[config.mk]
export PLATFORM = sky130hd
export DESIGN_NAME = wca_cic_interp
export DESIGN_NICKNAME = d
export VERILOG_FILES = /design/src/rtl/wca_cic_pkg.sv /design/src/rtl/wca_cic_shift_sat.sv /design/src/rtl/wca_cic_interp.sv
export SDC_FILE = /design/constraint.sdc
export NUM_CORES = 1
export LEC_CHECK = 0
export ABC_AREA = 1
export BUFFER_PORTS_ARGS = -buffer_cell sky130_fd_sc_hd__buf_2
export CAP_MARGIN = 15
export CORE_MARGIN = 2
export CORE_UTILIZATION = 50
export DETAILED_ROUTE_END_ITERATION = 10
export GPL_TIMING_DRIVEN = 0
export HOLD_SLACK_MARGIN = 0.1
export PLACE_DENSITY = 0.66
export SKIP_LAST_GASP = 1
export SYNTH_ARGS = -nofsm -noshare
export SYNTH_HDL_FRONTEND = slang
export SYNTH_HIERARCHICAL = 1
export SYNTH_SLANG_ARGS = --single-unit
export TNS_END_PERCENT = 50
[constraint.sdc]
create_clock -name clock -period 5.55 [get_ports clock]
set_clock_uncertainty 0.2 [all_clocks]
set_input_delay 0.2775 -clock clock [delete_from_list [all_inputs] [get_ports clock]]
set_output_delay 0.2775 -clock clock [all_outputs]
set_load 0.02 [all_outputs]
[src/rtl/wca_cic_pkg.sv]
// Shared constants and helpers for the CIC interpolator.
// Accumulator width and output clamp limits live here.
package wca_cic_pkg;

  localparam int N_STAGES = 3;
  localparam int GROWTH   = 16;

  function automatic int acc_w(input int width);
    return width + GROWTH;
  endfunction

  function automatic longint sat_pos(input int width);
    return (longint'(1) <<< (width - 1)) - 1;
  endfunction

  function automatic longint sat_neg(input int width);
    return -(longint'(1) <<< (width - 1));
  endfunction

endpackage

[src/rtl/wca_cic_shift_sat.sv]
// Rate-dependent gain removal and reduction to the output width.
// WCA_CIC_SATURATE_EN selects clamping; otherwise low bits wrap.
import wca_cic_pkg::*;

module wca_cic_shift_sat #(
  parameter int WIDTH = 12,
  parameter int ACC_W = acc_w(12)
) (
  input  logic signed [ACC_W-1:0] acc,
  input  logic        [3:0]       log2_rate,
  output logic signed [WIDTH-1:0] dout
);

`ifdef WCA_CIC_SATURATE_EN
  localparam bit SAT = 1'b1;
`else
  localparam bit SAT = 1'b0;
`endif

  localparam logic signed [ACC_W-1:0] POS =
    ACC_W'(sat_pos(WIDTH));
  localparam logic signed [ACC_W-1:0] NEG =
    ACC_W'(sat_neg(WIDTH));

  logic signed [ACC_W-1:0] sh;

  // gain of an N=3 interpolator is R^2, so shift by 2*log2(R)
  assign sh = acc >>> {log2_rate, 1'b0};

  always_comb begin
    dout = sh[WIDTH-1:0];
    if (SAT && sh > POS)
      dout = POS[WIDTH-1:0];
    else if (SAT && sh < NEG)
      dout = NEG[WIDTH-1:0];
  end

endmodule

[src/rtl/wca_cic_interp.sv]
// Three-stage CIC interpolator for an I/Q pair.
// Output reduction chosen by WCA_CIC_SATURATE_EN.
import wca_cic_pkg::*;

module wca_cic_interp #(
  parameter int WIDTH    = 12,
  parameter int N_STAGES = 3
) (
  input  logic                    clock,
  input  logic                    reset,
  input  logic                    enable,
  input  logic                    aclr,
  input  logic                    bypass,
  input  logic                    strobe_in,
  input  logic                    strobe_hi,
  input  logic        [3:0]       log2_rate,
  input  logic signed [WIDTH-1:0] din_i,
  input  logic signed [WIDTH-1:0] din_q,
  output logic signed [WIDTH-1:0] dout_i,
  output logic signed [WIDTH-1:0] dout_q,
  output logic                    strobe_out,
  output logic                    overrun
);

  localparam int AW = acc_w(WIDTH);
  localparam int NS =
    (N_STAGES == wca_cic_pkg::N_STAGES) ?
    N_STAGES : wca_cic_pkg::N_STAGES;

  typedef logic signed [AW-1:0] acc_t;

  acc_t din_x   [2];
  acc_t dly     [2][NS];
  acc_t stg_in  [2][NS];
  acc_t comb_nx [2];
  acc_t comb_q  [2];
  acc_t integ   [2][NS];
  acc_t feed    [2];
  acc_t i3_nx   [2];
  logic signed [WIDTH-1:0] red [2];
  logic pending;

  assign din_x[0] = acc_t'(din_i);
  assign din_x[1] = acc_t'(din_q);

  always_comb begin
    for (int c = 0; c < 2; c++) begin
      acc_t v;
      v = din_x[c];
      for (int s = 0; s < NS; s++) begin
        stg_in[c][s] = v;
        v = v - dly[c][s];
      end
      comb_nx[c] = v;
      feed[c]  = pending ? comb_q[c] : '0;
      i3_nx[c] = integ[c][NS-1] + integ[c][NS-2];
    end
  end

  wca_cic_shift_sat #(.WIDTH(WIDTH), .ACC_W(AW)) u_ss_i (
    .acc       (i3_nx[0]),
    .log2_rate (log2_rate),
    .dout      (red[0])
  );

  wca_cic_shift_sat #(.WIDTH(WIDTH), .ACC_W(AW)) u_ss_q (
    .acc       (i3_nx[1]),
    .log2_rate (log2_rate),
    .dout      (red[1])
  );

  always_ff @(posedge clock) begin
    if (reset || aclr) begin
      for (int c = 0; c < 2; c++) begin
        comb_q[c] <= '0;
        for (int s = 0; s < NS; s++) begin
          dly[c][s]   <= '0;
          integ[c][s] <= '0;
        end
      end
      pending    <= 1'b0;
      overrun    <= 1'b0;
      dout_i     <= '0;
      dout_q     <= '0;
      strobe_out <= 1'b0;
    end else begin
      strobe_out <= 1'b0;
      if (enable && bypass) begin
        if (strobe_in) begin
          dout_i     <= din_i;
          dout_q     <= din_q;
          strobe_out <= 1'b1;
        end
      end else if (enable) begin
        if (strobe_in) begin
          for (int c = 0; c < 2; c++) begin
            comb_q[c] <= comb_nx[c];
            for (int s = 0; s < NS; s++)
              dly[c][s] <= stg_in[c][s];
          end
          pending <= 1'b1;
          // an unconsumed sample is being replaced
          if (pending && !strobe_hi)
            overrun <= 1'b1;
        end else if (strobe_hi) begin
          pending <= 1'b0;
        end
        if (strobe_hi) begin
          for (int c = 0; c < 2; c++) begin
            integ[c][0] <= integ[c][0] + feed[c];
            for (int s = 1; s < NS; s++)
              integ[c][s] <= integ[c][s] + integ[c][s-1];
          end
          dout_i     <= red[0];
          dout_q     <= red[1];
          strobe_out <= 1'b1;
        end
      end
    end
  end

endmodule

# [Word-level counts from Yosys, hierarchy flattened]
# Memories as Yosys holds them, arrays and structs flattened.
# Cells that the tools add are included.
[word_totals] reg_bits=27 ram_bits=392 input_bits=35 n_memories=3
[memory_table] name="dly" depth=2 word_bits=84 read_ports=2 rd_ports_with_merged_regs=0 wr=2 line="wca_cic_interp.sv:33" text="acc_t dly [2][NS];"
[memory_table] name="integ" depth=2 word_bits=84 read_ports=2 rd_ports_with_merged_regs=0 wr=2 line="wca_cic_interp.sv:37" text="acc_t integ [2][NS];"
[memory_table] name="comb_q" depth=2 word_bits=28 read_ports=2 rd_ports_with_merged_regs=0 wr=2 line="wca_cic_interp.sv:36" text="acc_t comb_q [2];"
[op_classes] n_addsub=12 eq_ne=1 shift=2 mux=39 bitwise_logic=15 n_reduce_logical=10
[ops] cell="2-to-1 mux 28 bit" n=16
[ops] cell="adder 28 bit" n=6
[ops] cell="subtractor 28 bit" n=4
[ops] cell="2-to-1 mux 12 bit" n=8
[ops] cell=">>> shifter 28 x 5 -> 12 bit" n=2
[ops] cell="subtractor 12 x 28 -> 28 bit" n=2
[ops] cell="2-to-1 mux 1 bit" n=15
[ops] cell="bitwise OR 1 bit" n=14
[ops] cell="AND reduction 3 bit" n=2
[ops] cell="nonzero test 2 bit" n=3
[ops] cell="AND reduction 4 bit" n=1
[ops] cell="logical AND 1 bit" n=2
[ops] cell="!= test 2 bit (second input constant)" n=1
[ops] cell="logical NOT 1 bit" n=1
[ops] cell="logical OR 1 bit" n=1
[ops] cell="inverter 1 bit" n=1

# [Logic depth before layout (Yosys ltp)]
# Gate-level depths: netlist (run 1).
[depth] depth_word=6 mapped_depth=38 mapped_depth_nobuf=38

# [By module]
# The synthesis (run 1) kept the hierarchy.
[modules_own_cells] mod="wca_cic_interp" instances=1 cells_per_inst=4322 area_per_inst_um2=32142.1 seq_area_each_um2=11350.9
[modules_own_cells] mod="wca_cic_shift_sat" instances=2 cells_per_inst=239 area_per_inst_um2=1119.8 seq_area_each_um2=0.0

# [Worst setup path before layout (run 1)]
# No wires, ideal clock.
[synth_path] kind="input to register" start="in aclr" end="mem comb_q[0][0] (netlist bit), enable pin" setup_ns=1.537 arrival_time_ns=3.827 setup_slack_ns=-0.015 stages=3 n_path_buf=1 path_cell_list="nor2_4 > clkbuf_1 > nand2_1"
[synth_rtl] element="from (decl)" line="wca_cic_interp.sv:12" text="input logic aclr,"
[synth_rtl] element="to (decl)" line="wca_cic_interp.sv:36"

==> impl_results.md, run 1 <==
- Clk root buf: clkbuf_16
- GP Congestion: around 0.96
- Startpoint types: register
- Setup TNS Final: 0 ps
- Initial DRC Count: roughly 2500
- TritonCTS Buffers: 48
- Run status: complete, no violations
- Max-cap viol count: 0
- CP max FO: 10
- DR WL/cell: 17.1 microns
- Hold Path Class: in -> reg
- Fmax: 184 MHz
- Synth area leaders: edfxtp_1 31%, nand2_1 12%, ha_1 11%, inv_1 8.1%, nor2_1 6.6%
- Critical setup path kind: reg -> reg
- Most frequent cells in the layout: 1099 x nand2_1, 738 x inv_1, 592 x nor2_1
- Flops & latches, synth: 387
- Core Box Area: 68300 sq um
- CTS tree: built
- Synth area leader: edfxtp_1
- Ant diodes: 0
- CTS sink count: a little under 400
- Rows: 96
- Total global routing overflow: 0
- Ys Warns: 6
- Top cell type's share of synthesized area: 0.314
- Initial core utilization: 0.503
- Synth Area per Inst: approximately 7.2 sq um
- Max rail drop VDD: 0.000320 V
- GRT Resource Usage Total: 0.280
- Buffers on Ports: 55
- Drt first pass iters: 5
- Cell variety after synth: 66
- Vias in the first global route: roughly 30000
- Top Ports: 61
- Final WS setup: between 100 and 150 ps
- First-pass GRT wire length: 157000 microns
- RSZ-0062 raised after global routing: true
- P&R area growth vs syn: 11.9%
- Final setup fails: 0
- Final Util: 0.563
- Synth Net Count: 5143
- Buf/Inv on CP: 4
- Slew @ Worst Pin: ~1100 ps
- Worst path required time: 5730 ps
- Crit end category: register
- Commonest non-fill, non-tap cell in the layout: nand2_1
- Top_reg_cell synth: edfxtp_1
- Antenna Nets Post-Route: 0
- Placed inst area: 35900 sq um
- Slowest-stage cell, CP: ha_1
- Sequential share of the synthesized area: 0.330
- Fin crit period: 5420 ps
- Power Dens Cells: 306 nW/um^2
- Die ar.: 70900 sq um
- Total Nets Final: 5306
- Leakage: 18.4 nW
- Worst path max stage delay: 370 ps
- Top cell by count, worst path: nor2_1
- Clock latency on the worst-skew pair: 630 ps
- Clock-pin slew of the registers on the worst-case setup and hold paths: 60 ps
- Ys async rst share: 0
- Family with the most delay on the worst path: compound AO/OA/AOI/OAI gates
- H-tree levels: 2
- Initial antenna violation count: 0
- Headroom to the max-slew limit: 0.275
- Post-DP HPWL: roughly 80000 microns
- Setup WS pre-CTS: -30.4 ps
- Largest net degree at the start of global routing: 120
- Post-Syn Area: 34400 sq um
- Drt drc: 0
- Post-synth EDFFs: 360
- Vias per cell: 5.38
- Period utilization: 0.977
- Layout cells sized above 1: 0.0798
- Fin. Hold Viols: 0
- Arrival time at the worst endpoint: 5600 ps
- Final Cell Area: 38500 sq um
- DR vias: between 30000 and 40000
- Clk buf depth: 3
- Die H: 266 microns
- Final Slew Violations: 0
- Final WL: between 100000 and 150000 microns
- Die Wd: approximately 270 microns
- Fillers: 6659
- Synthesized instance count: 4800
where the power goes:
part | switching [mW] | total (mW) | internal [mW]
Combinational | 3.32 | 5.07 | 1.74
Clock | 1.34 | 3.25 | 1.91
Sequential | 0.0947 | 3.45 | 3.36
Total | 4.76 | 11.8 | 7.02
path summary, 6_finish.rpt:
kind                                    from             to  slack [ps]  cells past startpoint
worst max-delay path              dly[0][58]  comb_q[0][25]         130                     26
worst min-delay path            log2_rate[2]      dout_i[4]         160                      7
worst max register to register    dly[0][58]  comb_q[0][25]         130                     26
worst min register to register     dout_i[0]      dout_i[0]         360                      2
cell type report:
| cell class | instances | area (sq um) | area share |
|---|---|---|---|
| Clock buffer | 60 | 1310 | 0.0340 |
| Sequential cell | 387 | 11400 | 0.295 |
| Clock inverter | 29 | 308 | 0.00800 |
| Timing Repair Buffer | 113 | 873 | 0.0227 |
| Inverter | 759 | 2880 | 0.0749 |
| Buffer | 93 | 573 | 0.0149 |
| Tap cell | 882 | 1100 | 0.0287 |
| Multi-Input combinational cell | 3561 | 20100 | 0.522 |
through the flow:
step	cells	total power [mW]	hold WS, ps
2_1_floorplan	4800	7.06	181
4_1_cts	5870	11.5	108
5_1_grt	5884	12.6	145
3_5_place_dp	5740	8.18	332
6_report	5884	11.8	161
3_3_place_gp	5737	8.16	335
what timing repair did:
item,4_1_cts,5_1_grt
hold buffers,41,0
buffers inserted,0,14
gates resized for setup,0,107
endpoints found under the hold margin,57,0
endpoints found under the setup margin,0,26
flip-flops by register name, indices dropped and copies added (netlist names):
| signal | flops |
|---|---|
| dout_q | 12 |
| strobe_out | 1 |
| comb_q | 56 |
| pending | 1 |
| dout_i | 12 |
| dly | 136 |
| integ | 168 |
| overrun | 1 |
Yosys cell counts, drive strengths merged, types with 17 or more instances:
master / instances
a21boi: 17
a21o: 51
a21oi: 433
a31oi: 54
and2: 34
buf: 58
clkbuf: 35
dfxtp: 27
edfxtp: 360
ha: 294
inv: 756
nand2: 1125
nand3: 265
nand4: 44
nor2: 611
nor3: 78
o21a: 27
o21ai: 296
o21bai: 45
xnor2: 42
xor2: 63
kinds of logic (layout without fill, tap and decap cells):
kind of cell | Yosys count | in the layout | share of synthesized area
AO/OA/AOI/OAI | 955 | 955 | 0.161
XOR/XNOR | 105 | 105 | 0.0267
adder cells (fa/ha/maj) | 308 | 308 | 0.115
buffers and inverters | 852 | 1054 | 0.100
flip-flops | 387 | 387 | 0.330
AND/OR/NAND/NOR | 2193 | 2193 | 0.267
tightest hold or removal path: cells and delay by family:
family / cells / cell delay, ps
simple gates: 5 / 420
buf+inv: 1 / 150
compound gates: 1 / 80
per-layer routing:
metal	vias to the layer above	GRT usage	wire length, microns
met3	142	0.0363	5890
met4	0	0.0771	2760
li1	16300	-	-
met2	800	0.454	44700
met5	-	0	0
met1	14400	0.393	47100
Note: power is estimated with default switching activity, not from simulation.
==> inputs of run 2 (changes only) <==
--- a/config.mk
+++ b/config.mk
@@ -9,11 +9,11 @@
 export BUFFER_PORTS_ARGS = -buffer_cell sky130_fd_sc_hd__buf_2
 export CAP_MARGIN = 15
 export CORE_MARGIN = 2
-export CORE_UTILIZATION = 50
+export CORE_UTILIZATION = 59
 export DETAILED_ROUTE_END_ITERATION = 10
 export GPL_TIMING_DRIVEN = 0
 export HOLD_SLACK_MARGIN = 0.1
-export PLACE_DENSITY = 0.66
+export PLACE_DENSITY = 0.77
 export SKIP_LAST_GASP = 1
 export SYNTH_ARGS = -nofsm -noshare
 export SYNTH_HDL_FRONTEND = slang
==> constraint.sdc (replaced) <==
create_clock -name clock -period 5.55 [get_ports clock]
set_clock_uncertainty 0.2 [all_clocks]
set_input_delay 0.555 -clock clock [delete_from_list [all_inputs] [get_ports clock]]
set_output_delay 0.555 -clock clock [all_outputs]
set_load 0.02 [all_outputs]
==> run 2 against run 1 <==
- fmax is 1.9% higher
- via count is 2.0% higher
- utilization is 10 points higher
- sequential cell count stayed put
- global-route usage is 4.3 points higher
- critical path depth is 2 higher
- worst setup slack better by 100 ps
- sequential share of layout area is 0.18 points higher
- register-to-register slack better by 120 ps
- hold slack worse by 31 ps
- die area is 15% lower
- first-iteration DRC count is 11% higher
- largest cell class unchanged
==> impl_results.md, run 2 (synthesized netlist as in run 1, its figures left out) <==
- Slew @ Worst Pin: 1070 ps (-21.6 ps)
- Comb pwr share: 0.433 (+0.003)
- Vias per cell: 5.62 (+4.5%)
- Int Pwr: 7.15 mW (+1.9%)
- Run status: complete, no violations
- Leakage: 18.3 nW (-0.64%)
- Startpoint types: primary input
- Drt drc: 0 (unchanged)
- Largest net degree at the start of global routing: 120 (unchanged)
- Largest registers: integ (168), dly (136), comb_q (56)
- Hold Path Class: in -> reg
- Post-DP HPWL: 77900 microns (-3.4%)
- Power Dens Cells: 313 nW/um^2 (+2.3%)
- Clk pwr share: 0.280 (+0.004)
- Final Util: 0.662 (+0.0997)
- Critical setup path kind: in -> reg
- Worst path required time: 5800 ps (+70 ps)
- CTS tree: built
- Worst hold endpoint: dout_i[8]
- Total global routing overflow: 0 (unchanged)
- Die H: 245 microns (-7.8%)
- CP max FO: 5 (-5)
- Layout cells sized above 1: 0.0836 (+0.00383)
- Cell depth of the worst hold path: 3 (-4)
- Drt first pass iters: 6 (+1)
- Min-Delay Startpoint: din_i[8]
- Final WL: 98300 microns (-2.1%)
- Max-cap viol count: 0 (unchanged)
- Clock-pin slew of the registers on the worst-case setup and hold paths: 60 ps (about the same)
- Fmax: 188 MHz (+1.9%)
- R2R Path End: comb_q[0][20]
- P&R area growth vs syn: 11.2%
- Sequential Power Share: 0.288 (-0.005)
- Path depth of the worst reg2reg path: 28 (+7.7%)
- Initial antenna violation count: 0 (unchanged)
- Clock latency on the worst-skew pair: 610 ps (-20 ps)
- Ant diodes: 0 (unchanged)
- H-tree levels: 2 (unchanged)
- Fin. Hold Viols: 0 (unchanged)
- Post-layout total power: 12.0 mW (+1.7%)
- RSZ-0062 raised after global routing: true
- DR WL/cell: 17.1 microns (+0.32%)
- Setup TNS Final: 0 ps (unchanged)
- Max rail drop VDD: 0.000292 V (-8.5%)
- Total Nets Final: 5282 (-0.45%)
- Core Box Area: 57700 sq um (-16%)
- Final Slew Violations: 0 (unchanged)
- Rows: 88 (-8.3%)
- CTS sink count: 387 (unchanged)
- Most frequent cells in the layout: 1100 x nand2_1, 740 x inv_1, 586 x nor2_1
- DR vias: 32300 (+2.0%)
- Vias in the first global route: 30400 (+2.3%)
- TritonCTS Buffers: 47 (-2.1%)
- Placed inst area: 35700 sq um (-0.41%)
- Arrival time at the worst endpoint: 5570 ps (-30 ps)
- GRT Resource Usage Total: 0.323 (+0.0430)
- Top Ports: 61 (unchanged)
- GP Congestion: 0.981 (+2.6%)
- Fillers: 5130 (-23%)
- Net Switching: 4.83 mW (+1.4%)
- Antenna Nets Post-Route: 0 (unchanged)
- Clk buf depth: 3 (unchanged)
- Top reg by flops: integ
- Reg2Reg Setup Slack: 250 ps (+120 ps)
- Initial DRC Count: 2819 (+11%)
- Final setup fails: 0 (unchanged)
- Sw Ratio: 0.403 (-0.000984)
- Buffers on Ports: 55 (unchanged)
- Period utilization: 0.958 (-0.0186)
- Max reg flops: 168 (unchanged)
- Die Wd: 245 microns (-7.8%)
- Clk root buf: clkbuf_16
- Die ar.: 60200 sq um (-15%)
- Headroom to the max-slew limit: 0.289 (+0.0144)
- Fin crit period: 5320 ps (-103 ps)
- First-pass GRT wire length: 156000 microns (-1.1%)
- Initial core utilization: 0.596 (+0.0929)
- Crit end category: register
- FF-to-FF Start: dly[0][57]
- Commonest non-fill, non-tap cell in the layout: nand2_1
- Final Cell Area: 38200 sq um (-0.62%)
-- run 2: changes by cell type in the layout (fill, tap and decap cells not counted), sizes merged --
cell	delta
clkbuf	-10
inv	-4
bufinv	+4
clkinvlp	+7
dlygate4sd3	-27
buf	+4
-- run 2: how the worst max path moves through the flow --
stage	startpoint	slack [ps]	depth (start not counted)	endpoint
after global routing	dly[0][56]	-80	31	comb_q[0][26]
final	din_i[5]	230	28	comb_q[0][20]
after detailed placement	din_q[2]	-330	27	comb_q[0][50]
after floorplan	bypass	350	4	integ[0][0]
after global placement	aclr	-1830	3	integ[1][22]
after CTS	dly[1][58]	20	30	comb_q[0][54]
-- run 2: layout make-up --
type,instances,area (sq um),share of cell area
Tap cell,765,957,0.0250
Buffer,93,573,0.0150
Clock inverter,36,444,0.0116
Clock buffer,50,1210,0.0316
Multi-Input combinational cell,3561,20200,0.528
Timing Repair Buffer,90,633,0.0166
Inverter,759,2880,0.0753
Sequential cell,387,11400,0.297
-- run 2: worst max-delay path: stages --
cell and delay [ps]:
dlygate4sd3_1 540, buf_2 160, ha_1 360, nand2_1 80, inv_1 70, a21boi_2 60, o21ai_2 250, a31oi_2 140
fa_1 560, inv_2 50, ha_4 230, a21o_1 200, nand2_2 80, a21oi_1 60, nor2_1 160, nand3_2 170
buf_4 190, xnor2_2 130, inv_1 70, ha_2 380, nand2_1 120, nor2_1 160, inv_1 100, nor2_2 130
nand4_1 120, nand4_1 170, o21ai_0 90, a21oi_1 190
-- run 2: power groups by stage --
stage               Sequential [mW]  Combinational [mW]  Clock, mW
floorplan                      3.49                3.57          0
finish                         3.45                5.18       3.35
global route                   3.46                5.78       3.46
CTS                            3.45                4.69       3.37
global placement               3.53                4.59          0
detailed placement             3.51                4.65          0
-- run 2: stage by stage --
stage	hold WS (ps)	setup WS, ps	instances
after floorplan	345	348	4800
after global placement	324	-1830	5620
after detailed placement	329	-326	5623
after CTS	100	15.4	5723
after global routing	133	-80.0	5741
final	130	232	5741
-- run 2: what timing repair did --
item | in CTS | in global routing
setup endpoints to repair | 0 | 27
hold buffers | 14 | 0
resized for setup | 0 | 120
setup buffers | 0 | 18
endpoints found under the hold margin | 17 | 0
-- run 2: layer usage --
layer,wire [microns],GRT usage
met5,0,0
met4,3580,0.116
met3,7660,0.0506
met2,44400,0.532
met1,42700,0.432
